File: config.mk
export PLATFORM = sky130hd
export DESIGN_NAME = imul_req_queue_flat
export DESIGN_NICKNAME = d
export VERILOG_FILES = /design/src/rtl/imul_pkg.sv /design/src/rtl/imul_req_queue_if.sv /design/src/rtl/imul_req_queue_ctrl.sv /design/src/rtl/imul_req_queue.sv /design/src/flat_wrapper.sv
export SDC_FILE = /design/constraint.sdc
export NUM_CORES = 1
export LEC_CHECK = 0
export CAP_MARGIN = 20
export CORE_ASPECT_RATIO = 1.25
export CORE_UTILIZATION = 54
export CTS_CLUSTER_SIZE = 14
export DETAILED_ROUTE_END_ITERATION = 12
export PLACE_DENSITY = 0.79
export SYNTH_ARGS = -nofsm -noshare
export SYNTH_HDL_FRONTEND = slang
export SYNTH_SLANG_ARGS = --single-unit
File: constraint.sdc
create_clock -name clk -period 4 [get_ports clk]
set_clock_uncertainty 0.05 [all_clocks]
set_input_delay 0.6 -clock clk [delete_from_list [all_inputs] [get_ports clk]]
set_output_delay 0.6 -clock clk [all_outputs]
set_load 0.005 [all_outputs]
File: src/rtl/imul_pkg.sv
// Shared types and constants for integer multiplier request messages.
package imul_pkg;

  localparam int IMUL_OPND_NBITS = 32;
  localparam int IMUL_REQ_NBITS  = 2 * IMUL_OPND_NBITS;

  typedef struct packed {
    logic [IMUL_OPND_NBITS-1:0] a;
    logic [IMUL_OPND_NBITS-1:0] b;
  } imul_req_msg_t;

  // Pointer width for a queue of n entries; a single-entry queue still gets one bit.
  function automatic int ptr_width(input int n);
    return (n > 1) ? $clog2(n) : 1;
  endfunction

endpackage

File: src/rtl/imul_req_queue_if.sv
// Enqueue/dequeue val/rdy bundle of the multiplier request queue.
interface imul_req_queue_if
  import imul_pkg::*;
#(
  parameter int p_nbits       = IMUL_REQ_NBITS,
  parameter int p_num_entries = 4
);
  localparam int CNT_W = $clog2(p_num_entries + 1);

  logic               enq_val;
  logic               enq_rdy;
  logic [p_nbits-1:0] enq_msg;
  logic               deq_val;
  logic               deq_rdy;
  logic [p_nbits-1:0] deq_msg;
  logic [CNT_W-1:0]   num_free_entries;

  modport master (
    output enq_val, enq_msg, deq_rdy,
    input  enq_rdy, deq_val, deq_msg, num_free_entries
  );

  modport slave (
    input  enq_val, enq_msg, deq_rdy,
    output enq_rdy, deq_val, deq_msg, num_free_entries
  );

endinterface

File: src/rtl/imul_req_queue_ctrl.sv
// Pointer/count bookkeeping for the request queue; flags come from registered state only.
module imul_req_queue_ctrl
  import imul_pkg::*;
#(
  parameter int  p_num_entries = 4,
  localparam int PTR_W = ptr_width(p_num_entries),
  localparam int CNT_W = $clog2(p_num_entries + 1)
) (
  input  logic             clk,
  input  logic             reset,
  input  logic             enq_val,
  input  logic             deq_rdy,
  output logic             enq_rdy,
  output logic             deq_val,
  output logic [CNT_W-1:0] num_free_entries,
  output logic             wen,
  output logic [PTR_W-1:0] waddr,
  output logic [PTR_W-1:0] raddr
);

  localparam logic [PTR_W-1:0] LAST = PTR_W'(p_num_entries - 1);
  localparam logic [CNT_W-1:0] FULL = CNT_W'(p_num_entries);

  logic [PTR_W-1:0] enq_ptr;
  logic [PTR_W-1:0] deq_ptr;
  logic [CNT_W-1:0] count;
  logic             enq_go;
  logic             deq_go;

  assign enq_rdy          = (count != FULL);
  assign deq_val          = (count != '0);
  assign num_free_entries = FULL - count;
  assign enq_go           = enq_val && enq_rdy;
  assign deq_go           = deq_val && deq_rdy;
  assign wen              = enq_go;
  assign waddr            = enq_ptr;
  assign raddr            = deq_ptr;

  // Explicit wrap compare so non-power-of-two depths never index past the last slot.
  always_ff @(posedge clk or negedge reset) begin
    if (!reset) begin
      enq_ptr <= '0;
      deq_ptr <= '0;
      count   <= '0;
    end else begin
      if (enq_go) enq_ptr <= (enq_ptr == LAST) ? '0 : enq_ptr + PTR_W'(1);
      if (deq_go) deq_ptr <= (deq_ptr == LAST) ? '0 : deq_ptr + PTR_W'(1);
      case ({enq_go, deq_go})
        2'b10:   count <= count + CNT_W'(1);
        2'b01:   count <= count - CNT_W'(1);
        default: count <= count;
      endcase
    end
  end

  always_ff @(posedge clk) begin
    if (reset) begin
      assert (count <= FULL);
      assert (!(deq_go && !enq_go && count == '0));
      assert (enq_ptr <= LAST && deq_ptr <= LAST);
      assert (!$isunknown(enq_val));
      assert (!$isunknown(deq_rdy));
    end
  end

endmodule

File: src/rtl/imul_req_queue.sv
// Normal (non-bypass) val/rdy FIFO holding {a, b} requests ahead of the iterative multiplier.
module imul_req_queue
  import imul_pkg::*;
#(
  parameter int p_nbits       = IMUL_REQ_NBITS,
  parameter int p_num_entries = 4
) (
  input  logic           clk,
  input  logic           reset,
  imul_req_queue_if.slave q
);

  localparam int PTR_W = ptr_width(p_num_entries);

  logic               wen;
  logic [PTR_W-1:0]   waddr;
  logic [PTR_W-1:0]   raddr;
  logic [p_nbits-1:0] storage [p_num_entries];

  imul_req_queue_ctrl #(
    .p_num_entries (p_num_entries)
  ) ctrl (
    .clk              (clk),
    .reset            (reset),
    .enq_val          (q.enq_val),
    .deq_rdy          (q.deq_rdy),
    .enq_rdy          (q.enq_rdy),
    .deq_val          (q.deq_val),
    .num_free_entries (q.num_free_entries),
    .wen              (wen),
    .waddr            (waddr),
    .raddr            (raddr)
  );

  // Data storage carries no reset; validity is tracked entirely by the ctrl count.
  always_ff @(posedge clk) begin
    if (wen) storage[waddr] <= q.enq_msg;
  end

  assign q.deq_msg = storage[raddr];

endmodule

File: src/flat_wrapper.sv
// flat-port wrapper written by rule: the top's interface ports become plain ports
module imul_req_queue_flat import imul_pkg::*;
#(
  parameter int p_nbits       = IMUL_REQ_NBITS,
  parameter int p_num_entries = 4
)
  (clk, reset, q_enq_val, q_enq_msg, q_deq_rdy, q_enq_rdy, q_deq_val, q_deq_msg, q_num_free_entries);
  imul_req_queue_if #(.p_nbits(p_nbits), .p_num_entries(p_num_entries)) q_i ();
  input  logic clk;
  input  logic reset;
  input wire logic [$bits(q_i.enq_val)-1:0] q_enq_val;
  input wire logic [$bits(q_i.enq_msg)-1:0] q_enq_msg;
  input wire logic [$bits(q_i.deq_rdy)-1:0] q_deq_rdy;
  output wire logic [$bits(q_i.enq_rdy)-1:0] q_enq_rdy;
  output wire logic [$bits(q_i.deq_val)-1:0] q_deq_val;
  output wire logic [$bits(q_i.deq_msg)-1:0] q_deq_msg;
  output wire logic [$bits(q_i.num_free_entries)-1:0] q_num_free_entries;
  assign q_i.enq_val = q_enq_val;
  assign q_i.enq_msg = q_enq_msg;
  assign q_i.deq_rdy = q_deq_rdy;
  assign q_enq_rdy = q_i.enq_rdy;
  assign q_deq_val = q_i.deq_val;
  assign q_deq_msg = q_i.deq_msg;
  assign q_num_free_entries = q_i.num_free_entries;
  imul_req_queue #(.p_nbits(p_nbits), .p_num_entries(p_num_entries)) u_core (.clk(clk), .reset(reset), .q(q_i));
endmodule
==> impl_metrics.csv, run 1 <==
group,metric,value,unit
min_path,classification_of_the_worst_slack_hold_path,"in2async",
setup_path,critical-path-max-stage-delay,850,ps
setup_path,worst-r2r-setup-slack,1220,ps
setup_path,cp-end-kind,"output pin",
clock_network,worst_skew_pair.late_latency,510,ps
setup_path,arrival,2840,ps
cells_and_area,final_common_cell,"edfxtp_1",
clock_network,clock-root-buffer,"clkbuf_16",
power_and_ir_drop,power_per_unit_of_standard_cell_area,726,nW/um^2
setup_path,crit_buf_inv,2,
clock_network,cts_hold_repair.buffers,0,
setup_path,worst_r2r_endpoint,"u_core.storage[2][47]",
timing,final-hold-violation-count,0,
global_routing,grt_antenna_before_repair,1,
global_routing,grt_first_pass_wirelength,26.0,mm
global_routing,gr-usage-all-layers,0.187,
drt,drt_iter0_drc,367,
yosys,combined_area_of_all_synthesized_cells,9710,um^2
floorplan,floorplan.core_area,17500,um^2
drt,met3_wirelength,981,um
timing,tightestPinTransition,966,ps
yosys,synth_seq_cells,263,
cells_and_area,final_net_count,614,
global_routing,first_global_vias,4735,
drt,vias,4329,
cells_and_area,area_growth,25.0,%
place,io_buffers,136,
floorplan,die_y,152,um
timing,worst_slew_margin_rel,0.356,
power_and_ir_drop,power.ir.vdd_worst,0.617,mV
place,hpwl,10.1,mm
cells_and_area,post-route-util,0.694,
yosys,yosysSeqAreaShare,0.809,
drt,top_layer,"met4",
cells_and_area,most-common-layout-cells,"edfxtp_1 (256), clkdlybuf4s50_1 (136), mux4_2 (64)",
drt,detail_route.vias_per_cell,5.56,
timing,setup_viol,0,
drt,wl_met1,6.72,mm
floorplan,starting_density_of_the_core,0.555,
cells_and_area,drive_above_1_share,0.199,
yosys,synth_warn,0,
timing,rsz0062_at_grt,"no",
clock_network,numCtsBuffers,24,
drt,drt-pass1-iter-count,4,
setup_path,worst_path_max_delay_cell,"dfrtp_4",
timing,min_period,3490,ps
yosys,post_synth_num_cell_types,18,
timing,timing.fmax,286,MHz
job,drv.max_cap_violation_count,0,
global_routing,global_route.overflow_total,0,
setup_path,critPathLaunchType,"register",
yosys,mappedNetlistNets,461,
setup_path,worst-path-max-fanout,34,
yosys,post_synth_inst_count,383,
clock_network,cts_resized,0,
floorplan,die-area,18500,um^2
setup_path,critical_path.cell_chain,"buf_4 -> mux4_2 -> clkdlybuf4s50_1",
clock_network,cts-root-to-sink-buffers,3,
power_and_ir_drop,static-leakage-power,3.96,nW
drt,final_antenna_net_count,0,
floorplan,core.rowCount,54,
setup_path,setup.worst_path.class,"reg2out",
place,post_dp_cell_area,11400,um^2
place,globalplace.congestion,0.709,
clock_network,cts_tree,"built",
setup_path,timing.rr.start,"u_core.ctrl.count[0]",
clock_network,path_clk_slew,60,ps
clock_network,cts.repair_timing.setup_buffer_count,0,
drt,wl_met2,8.89,mm
yosys,post_synth.cell_area_avg,25.4,um^2
global_routing,grt_start_max_net_pins,67,
setup_path,cp.required,3350,ps
drt,detail_route.drc_violations,0,
timing,final_max_slew_viols,0,
clock_network,number_of_levels_the_h_tree_was_split_into,1,
timing,finalSetupTns,0,ps
cells_and_area,fillers,1052,
floorplan,ioPinCount,137,
timing,post-route-period-util,0.873,
drt,route.final.wire_length,16.9,mm
setup_path,r2r.worst_path.cells,6,
clock_network,cts.sink_count,263,
setup_path,crit_family,"buffers and inverters",
drt,wl_per_cell,21.7,um
floorplan,dieWidth,122,um
status,outcome,"finished, final reports clean",
cells_and_area,design_area,12100,um^2
==> Yosys cell counts <==
master    instances  area share
edfxtp_1        256        0.79
mux4_2           64        0.15
inv_1            10      0.0039
ha_1              9       0.012
dfrtp_1           7       0.018
buf_2             6      0.0031
buf_6             5      0.0058
and2_1            4      0.0026
buf_4             3      0.0023
nand2_1           3      0.0012
nor2_1            3      0.0012
o21ai_0           3      0.0015
clkbuf_1          2     0.00077
mux2_2            2      0.0023
nor2b_1           2      0.0013
xnor2_1           2      0.0018
fa_1              1      0.0021
xor2_1            1     0.00090
==> worst register-to-register path, cell delays in order, from the launching register on <==
cell and delay [ps]:
dfrtp_1 380, inv_1 90, ha_1 220, ha_1 220, nor2b_1 510, and2_4 710, buf_12 270
==> routing by layer <==
layer | up-vias | global-route usage
met5 | - | 0
met2 | 149 | 0.324
li1 | 1918 | -
met4 | 0 | 0.0459
met1 | 2237 | 0.243
met3 | 25 | 0.0375
==> layout make-up <==
| class | instances | area [um^2] | area share |
|---|---|---|---|
| well taps | 224 | 280 | 0.0231 |
| multi-input cells | 94 | 1710 | 0.141 |
| inverters | 10 | 37.5 | 0.00309 |
| clock inverters | 8 | 83.8 | 0.00691 |
| clock buffers | 35 | 693 | 0.0571 |
| diodes | 1 | 2.50 | 0.000206 |
| repair buffers | 143 | 1460 | 0.121 |
| flip-flops and latches | 263 | 7870 | 0.648 |
==> power breakdown <==
group / internal (mW) / switching [mW]
Sequential: 3.62 / 0.354
Combinational: 1.63 / 0.963
Clock: 1.32 / 0.912
Total: 6.58 / 2.23
==> cells by family (layout without fill, tap and decap cells) <==
| group | count (synthesis) | in the layout | synth area share |
|---|---|---|---|
| flip-flops | 263 | 263 | 0.809 |
| AND/OR/NAND/NOR | 12 | 12 | 0.00618 |
| XOR/XNOR | 3 | 3 | 0.00271 |
| buffers and inverters | 26 | 196 | 0.0158 |
| multiplexers | 66 | 66 | 0.151 |
| AO/OA/AOI/OAI | 3 | 3 | 0.00155 |
| adder cells (fa/ha/maj) | 10 | 10 | 0.0137 |
| other | 0 | 1 | 0 |
==> how the worst max path moves through the flow <==
| stage | cells past startpoint | endpoint | start |
|---|---|---|---|
| 5_1_grt | 3 | q_deq_msg[23] | u_core.ctrl.raddr[0] |
| 3_3_place_gp | 3 | q_deq_msg[10] | u_core.ctrl.raddr[0] |
| 3_5_place_dp | 3 | q_deq_msg[16] | u_core.ctrl.raddr[0] |
| 6_report | 3 | q_deq_msg[36] | u_core.ctrl.raddr[0] |
| 2_1_floorplan | 6 | u_core.storage[0][0] | u_core.ctrl.count[0] |
| 4_1_cts | 3 | q_deq_msg[36] | u_core.ctrl.raddr[0] |
==> state kept, by name, summed over array words and instances, names as in the netlist <==
register           count
u_core.ctrl.count      3
u_core.ctrl.waddr      2
u_core.ctrl.raddr      2
u_core.storage       256
==> stage by stage <==
step                std cells  power (mW)  hold WS (ps)  setup slack [ps]
floorplan                 383        5.30           254               808
global placement          734        6.60           414              1020
detailed placement        734        6.69           437               994
CTS                       777        8.93           315               444
global route              777        9.21           338               340
finish                    778        8.81           316               508
No activity file was read; power rests on OpenSTA's default activity.
==> run 2: changes to the inputs <==
CORE_UTILIZATION = 40   (was 54)
CTS_CLUSTER_DIAMETER = 40   (was unset)
PLACE_DENSITY = unset   (was 0.79)
==> impl_metrics.csv, run 2 (synthesized netlist as in run 1, its figures left out) <==
group,metric,value,unit
status,outcome,"finished, final reports clean",
place,post_dp_cell_area,11500,um^2
drt,vias,4388,
timing,post-route-period-util,0.848,
place,globalplace.congestion,0.685,
clock_network,path_clk_slew,60,ps
job,drv.max_cap_violation_count,0,
cells_and_area,most-common-layout-cells,"edfxtp_1 (256), clkdlybuf4s50_1 (136), mux4_2 (64)",
cells_and_area,final_net_count,617,
setup_path,arrival,2740,ps
floorplan,die-area,24900,um^2
setup_path,critical_path.cell_chain,"buf_4 -> mux4_2 -> clkdlybuf4s50_1",
place,hpwl,10.4,mm
drt,detail_route.drc_violations,0,
clock_network,clock-root-buffer,"clkbuf_16",
timing,timing.fmax,295,MHz
global_routing,grt_first_pass_wirelength,26.8,mm
floorplan,ioPinCount,137,
cells_and_area,design_area,12400,um^2
min_path,classification_of_the_worst_slack_hold_path,"in2async",
timing,rsz0062_at_grt,"no",
drt,detail_route.vias_per_cell,4.95,
clock_network,cts_resized,0,
floorplan,dieWidth,141,um
power_and_ir_drop,power_per_unit_of_standard_cell_area,737,nW/um^2
clock_network,cts_hold_repair.buffers,0,
setup_path,critPathLaunchType,"register",
floorplan,core.rowCount,63,
timing,tightestPinTransition,1020,ps
drt,final_antenna_net_count,0,
global_routing,gr-usage-all-layers,0.144,
clock_network,cts_tree,"built",
clock_network,number_of_levels_the_h_tree_was_split_into,1,
cells_and_area,post-route-util,0.522,
timing,finalSetupTns,0,ps
drt,drt-pass1-iter-count,4,
global_routing,grt_antenna_before_repair,2,
power_and_ir_drop,power.ir.vdd_worst,0.382,mV
cells_and_area,area_growth,27.9,%
setup_path,setup.worst_path.class,"reg2out",
cells_and_area,fillers,1860,
setup_path,critical-path-max-stage-delay,860,ps
cells_and_area,max_flop_register,"u_core.storage",
power_and_ir_drop,static-leakage-power,4.03,nW
floorplan,floorplan.core_area,23800,um^2
timing,min_period,3390,ps
timing,final_max_slew_viols,0,
drt,drt_iter0_drc,257,
global_routing,grt_start_max_net_pins,67,
place,io_buffers,136,
timing,setup_viol,0,
timing,final.hold.worst_slack,315,ps
floorplan,starting_density_of_the_core,0.408,
clock_network,numCtsBuffers,28,
cells_and_area,final_common_cell,"edfxtp_1",
power_and_ir_drop,total_power,9.16,mW
setup_path,cp-end-kind,"output pin",
cells_and_area,largest_reg_flops,256,
drt,wl_per_cell,20.0,um
floorplan,die_y,176,um
global_routing,global_route.overflow_total,0,
timing,worst_slew_margin_rel,0.318,
clock_network,cts.sink_count,263,
clock_network,cts.repair_timing.setup_buffer_count,0,
cells_and_area,largestRegisters,"u_core.storage: 256 flops, u_core.ctrl.count: 3 flops",
drt,route.final.wire_length,17.7,mm
setup_path,worst_path_max_delay_cell,"dfrtp_4",
clock_network,worst_skew_pair.late_latency,520,ps
cells_and_area,drive_above_1_share,0.221,
global_routing,first_global_vias,4750,
setup_path,cp.required,3350,ps
timing,final-hold-violation-count,0,
clock_network,cts-root-to-sink-buffers,3,
setup_path,r2r.worst_path.cells,5,
setup_path,worst-path-max-fanout,33,
-- run 2: cell types whose count changed in the layout (fill, tap and decap cells not counted) --
cell        delta
clkbuf_1       -4
clkbuf_16      +4
inv_6          +4
clkinv_1       -3
clkinv_4       +3
clkinvlp_4     +2
buf_4          -1
clkbuf_8       +1
clkinv_2       +1
-- run 2: cell type report --
type | instances | area [um^2] | share of cell area
repair buffers | 142 | 1460 | 0.117
clock inverters | 15 | 154 | 0.0124
inverters | 10 | 37.5 | 0.00302
clock buffers | 36 | 792 | 0.0637
multi-input cells | 94 | 1710 | 0.137
flip-flops and latches | 263 | 7870 | 0.633
diodes | 1 | 2.50 | 0.000201
well taps | 325 | 407 | 0.0327
-- run 2: worst paths after layout --
| path | startpoint | end | slack, ps |
|---|---|---|---|
| max in group asynchronous | reset | u_core.ctrl.raddr[1] | 3280 |
| max | u_core.ctrl.raddr[0] | q_deq_msg[52] | 610 |
| min in group clk | u_core.ctrl.count[1] | u_core.ctrl.count[1] | 440 |
| min reg2reg | u_core.ctrl.count[1] | u_core.ctrl.count[1] | 440 |
| min | reset | u_core.ctrl.count[1] | 310 |
| max reg2reg | u_core.ctrl.count[0] | u_core.storage[2][54] | 1160 |
-- run 2: metrics by stage --
| step | std cells | worst slack [ps] |
|---|---|---|
| 5_1_grt | 885 | 420 |
| 3_3_place_gp | 834 | 1080 |
| 3_5_place_dp | 834 | 1060 |
| 6_report | 886 | 608 |
| 4_1_cts | 885 | 506 |
| 2_1_floorplan | 383 | 808 |
-- run 2: metal layers --
layer  global-route usage  vias to the layer above  share of wire
met4               0.0318                        2          0.012
met2                0.248                      136           0.51
met3               0.0396                       24          0.070
li1                     -                     1930              -
met1                0.182                     2296           0.41
met5                    0                        -        0.00074
-- run 2: critical path, delay by kind of cell (launching register included) --
family / cells / cell delay (ps)
flops: 1 / 860
buf+inv: 2 / 820
mux: 1 / 520
-- run 2: power breakdown --
part / leakage, nW / internal [mW] / switching (mW)
Clock: 0.460 / 1.54 / 1.01
Sequential: 2.42 / 3.62 / 0.353
Combinational: 1.15 / 1.64 / 1.00
Total: 4.03 / 6.80 / 2.37
